<file path="config.mk">
export PLATFORM = sky130hd
export DESIGN_NAME = cla_sub_pipe
export DESIGN_NICKNAME = d
export VERILOG_FILES = /design/src/rtl/cla_sub_pipe.sv
export SDC_FILE = /design/constraint.sdc
export NUM_CORES = 1
export LEC_CHECK = 0
export CORE_MARGIN = 3
export CORE_UTILIZATION = 35
export DETAILED_ROUTE_END_ITERATION = 6
export PLACE_DENSITY_LB_ADDON = 0.3
export SLEW_MARGIN = 20
export SYNTH_ARGS = -nofsm -noshare
export SYNTH_HDL_FRONTEND = slang
export SYNTH_SLANG_ARGS = --single-unit
</file>
<file path="constraint.sdc">
create_clock -name clk -period 3.46 [get_ports clk]
set_input_delay 0.692 -clock clk [delete_from_list [all_inputs] [get_ports clk]]
set_output_delay 0.692 -clock clk [all_outputs]
set_load 0.05 [all_outputs]
</file>
<file path="src/rtl/cla_sub_pipe.sv">
// Two-stage pipelined borrow-lookahead subtractor: diff = a - b - borrow_in.
// The lower half resolves in stage 1, the upper half and flags in stage 2.
module cla_sub_pipe #(
  parameter int unsigned WIDTH = 8
) (
  input  logic             clk,
  input  logic             rst,
  input  logic             in_valid,
  output logic             in_ready,
  input  logic [WIDTH-1:0] a,
  input  logic [WIDTH-1:0] b,
  input  logic             borrow_in,
  output logic             out_valid,
  input  logic             out_ready,
  output logic [WIDTH-1:0] diff,
  output logic             borrow_out,
  output logic             overflow,
  output logic             zero
);

  localparam int unsigned HALF = WIDTH / 2;
  localparam int unsigned NGRP = HALF / 4;

  // Half-width borrow-lookahead subtract; returns {borrow_out, diff}.
  function automatic logic [HALF:0] bla_sub(input logic [HALF-1:0] x,
                                            input logic [HALF-1:0] y,
                                            input logic            bin);
    logic [HALF-1:0] gb;
    logic [HALF-1:0] pb;
    logic [NGRP-1:0] gg;
    logic [NGRP-1:0] pg;
    logic [NGRP:0]   gbor;
    logic [HALF:0]   bor;
    gb   = ~x & y;
    pb   = ~(x ^ y);
    bor  = '0;
    for (int g = 0; g < int'(NGRP); g++) begin
      gg[g] = gb[4*g+3]
            | (pb[4*g+3] & gb[4*g+2])
            | (pb[4*g+3] & pb[4*g+2] & gb[4*g+1])
            | (pb[4*g+3] & pb[4*g+2] & pb[4*g+1] & gb[4*g]);
      pg[g] = &pb[4*g +: 4];
    end
    gbor[0] = bin;
    for (int g = 0; g < int'(NGRP); g++) begin
      gbor[g+1] = gg[g] | (pg[g] & gbor[g]);
    end
    // Group borrows come from the lookahead; only the bits inside a group ripple.
    for (int g = 0; g < int'(NGRP); g++) begin
      bor[4*g] = gbor[g];
      for (int k = 0; k < 3; k++) begin
        bor[4*g+k+1] = gb[4*g+k] | (pb[4*g+k] & bor[4*g+k]);
      end
    end
    bor[HALF] = gbor[NGRP];
    return {bor[HALF], x ^ y ^ bor[HALF-1:0]};
  endfunction

  logic            r_s1_valid;
  logic [HALF-1:0] r_s1_diff_lo;
  logic            r_s1_borrow;
  logic [HALF-1:0] r_s1_a_hi;
  logic [HALF-1:0] r_s1_b_hi;

  logic             r_out_valid;
  logic [WIDTH-1:0] r_diff;
  logic             r_borrow_out;
  logic             r_overflow;
  logic             r_zero;

  logic             w_s2_accept;
  logic             w_in_ready;
  logic [HALF:0]    w_lo;
  logic [HALF:0]    w_hi;
  logic [WIDTH-1:0] w_diff_full;
  logic             w_overflow;

  assign w_s2_accept = ~r_out_valid | out_ready;
  assign w_in_ready  = ~r_s1_valid | w_s2_accept;
  assign in_ready    = w_in_ready;

  assign w_lo        = bla_sub(a[HALF-1:0], b[HALF-1:0], borrow_in);
  assign w_hi        = bla_sub(r_s1_a_hi, r_s1_b_hi, r_s1_borrow);
  assign w_diff_full = {w_hi[HALF-1:0], r_s1_diff_lo};
  assign w_overflow  = (r_s1_a_hi[HALF-1] ^ r_s1_b_hi[HALF-1]) &
                       (w_hi[HALF-1] ^ r_s1_a_hi[HALF-1]);

  // Stage 1: lower-half result plus the upper-half operands.
  always_ff @(posedge clk) begin
    if (rst) begin
      r_s1_valid   <= 1'b0;
      r_s1_diff_lo <= '0;
      r_s1_borrow  <= 1'b0;
      r_s1_a_hi    <= '0;
      r_s1_b_hi    <= '0;
    end else if (w_in_ready) begin
      r_s1_valid <= in_valid;
      if (in_valid) begin
        r_s1_diff_lo <= w_lo[HALF-1:0];
        r_s1_borrow  <= w_lo[HALF];
        r_s1_a_hi    <= a[WIDTH-1:HALF];
        r_s1_b_hi    <= b[WIDTH-1:HALF];
      end
    end
  end

  // Stage 2: upper half and flags straight into the output registers.
  always_ff @(posedge clk) begin
    if (rst) begin
      r_out_valid  <= 1'b0;
      r_diff       <= '0;
      r_borrow_out <= 1'b0;
      r_overflow   <= 1'b0;
      r_zero       <= 1'b0;
    end else if (w_s2_accept) begin
      r_out_valid <= r_s1_valid;
      if (r_s1_valid) begin
        r_diff       <= w_diff_full;
        r_borrow_out <= w_hi[HALF];
        r_overflow   <= w_overflow;
        r_zero       <= ~|w_diff_full;
      end
    end
  end

  assign out_valid  = r_out_valid;
  assign diff       = r_diff;
  assign borrow_out = r_borrow_out;
  assign overflow   = r_overflow;
  assign zero       = r_zero;

endmodule

</file>
==> flow_summary.toml <==
[pwr]
power.leakage_uw = 0.000722
p_per_area_nw_per_um2 = 393
finalPower_uw = 704
irDropWorstVdd_uv = 151

[drt]
viasPerCell = 4.61
drt_first_pass_iters = 4
avgRoutedWirePerCell_um = 11.3
drc = 0
ant_nets = 0
via_count = 1065
drt_iter0_drc = 14
postRouteWirelength_mm = 2.61

[clocking]
cts_max_path_buffers = 2
clockRootBuffer = "clkbuf_8"
insertion_delay_ns = 0.27
path_clk_slew_ns = 0.09
clock-sinks = 26
tritoncts = "built"
htree_levels = 1
post_cts_buffers = 0
cts_hold_buf = 0
cts_resized = 0
cts_buffers = 3

[yosys]
synth_nets = 187
ys.flop_type = "dfxtp_1"
synth.distinct_cells = 27
yosysSeqAreaShare_pct = 37.1
synth_edf_count = 0
syn_area_um2 = 1400
syn_area_per_cell_um2 = 9.23
synth_cells = 152
synthArstFlopShare_pct = 0
yosysWarningCount = 0
ys_seq_elements = 26

[sta]
drv_slew = 0
fmax_ghz = 0.357
worst_pin_slew_ns = 0.496
hold_viol_final = 0
min_period_ns = 2.80
clock_skew_ns = 0.00294
fin_crit_sh_pct = 81.0
rsz0062_at_grt = "false"
finalSetupViolations = 0
slew_headroom_pct = 66.8
timing.setup.tns_ns = 0
whs_ns = 0.454

[layout]
fin_nets = 219
final_cell_mix = "clkdlybuf4s50_1, nand2_1, dfxtp_1"
antennaDiodeCount = 0
regArea_um2 = 520
multi_input_area_um2 = 758
final_common_cell = "clkdlybuf4s50_1"
drive_gt1_share_pct = 17.5
area_growth_syn_to_layout_pct = 27.7
fillCellCount = 366
stdcell_area_um2 = 1790

[grt]
grt_pass1_vias = 1078
antenna_found_initial = 0
overflow = 0
grt_max_degree = 27
track_usage_pct = 11.8
grt_pass1_wl_mm = 4.76

[placement]
postPlaceCellArea_um2 = 1740
gp_congestion = 0.778
dp_hpwl_mm = 2.10
io_buffers = 33

[min_path]
hold_class = "register to register"

[worst_setup_path]
crit_path_end_kind = "primary output"
critPathKind = "input port to primary output"
cp.arrival_ns = 2.11
startpoint_type = "input port"
cp_max_fo = 4
crit_required_ns = 2.77

[status]
outcome = "complete, no violations"

[floorplanning]
io_pins = 34
row_count = 22
die-area_um2 = 4800
fp.dieW_um = 69.3
core_um2 = 3770
start_util_pct = 37.2
die_h_um = 69.3

[run]
max-cap-violations = 0
metal layers:
layer	wire length [um]	global-route usage, %
met5	0	0
met4	10	2.60
met3	108	2.90
met2	1280	20.0
met1	1210	15.0
cell usage after synthesis (2+ instances only):
library cell,count,area [um2]
dfxtp_1,26,521
nor3_1,2,10.0
inv_1,16,60.1
a21oi_2,10,87.6
a2111oi_0,2,17.5
xnor2_1,2,17.5
nand2_2,10,62.6
buf_6,2,22.5
a21oi_1,11,55.1
fa_1,6,120
a21o_1,2,15.0
a211oi_2,4,50.1
nand3_1,3,15.0
buf_2,2,10.0
ha_1,8,100
and2_4,2,17.5
nor2_1,9,33.8
nand2_1,26,97.6
critical path, stage by stage:
cell             delay [ns]
clkdlybuf4s50_1        0.47
nand3b_4               0.15
clkdlybuf4s50_1        0.80
where the power goes:
part	internal [uW]	switching [uW]
registers	318	13.1
logic	80.5	99.3
clock network	102	91.7
total	500	204
cell type report:
class	instances	share of cell area, %
multi-input combinational	103	42.3
sequential	26	29.1
timing repair buffer	34	18.9
inverter	16	3.35
tap	48	3.35
clock buffer	4	3.07
sequential cells by signal (all words and copies together) (netlist names):
name and flops:
out_valid 1, overflow 1, zero 1, r_s1_borrow 1, r_s1_diff_lo 4, r_s1_a_hi 4, r_s1_valid 1, borrow_out 1
diff 8, r_s1_b_hi 4
kinds of logic (layout without fill, tap and decap cells):
| family | count (synthesis) | in the layout | share of synthesized area [%] |
|---|---|---|---|
| mux | 1 | 1 | 0.714 |
| fa+ha+maj | 14 | 14 | 15.7 |
| simple gates | 55 | 55 | 19.2 |
| xor+xnor | 3 | 3 | 1.87 |
| buf+inv | 23 | 54 | 8.83 |
| compound gates | 30 | 30 | 16.6 |
| flops | 26 | 26 | 37.1 |
final timing paths:
kind | from | endpoint | slack [ns] | cells past startpoint
setup / recovery | out_ready | in_ready | 0.66 | 3
hold / removal | zero | zero | 0.45 | 2
setup reg to reg | r_s1_borrow | zero | 1.35 | 9
hold reg to reg | zero | zero | 0.45 | 2
metrics by stage:
step                std cells  setup WS, ns  util (%)
floorplan                 152          1.34         -
global placement          227         0.667      46.1
detailed placement        227         0.659      46.1
CTS                       231         0.651      47.5
global route              231         0.613      47.5
finish                    231         0.658      47.5
(Power assumes the default switching activity.)
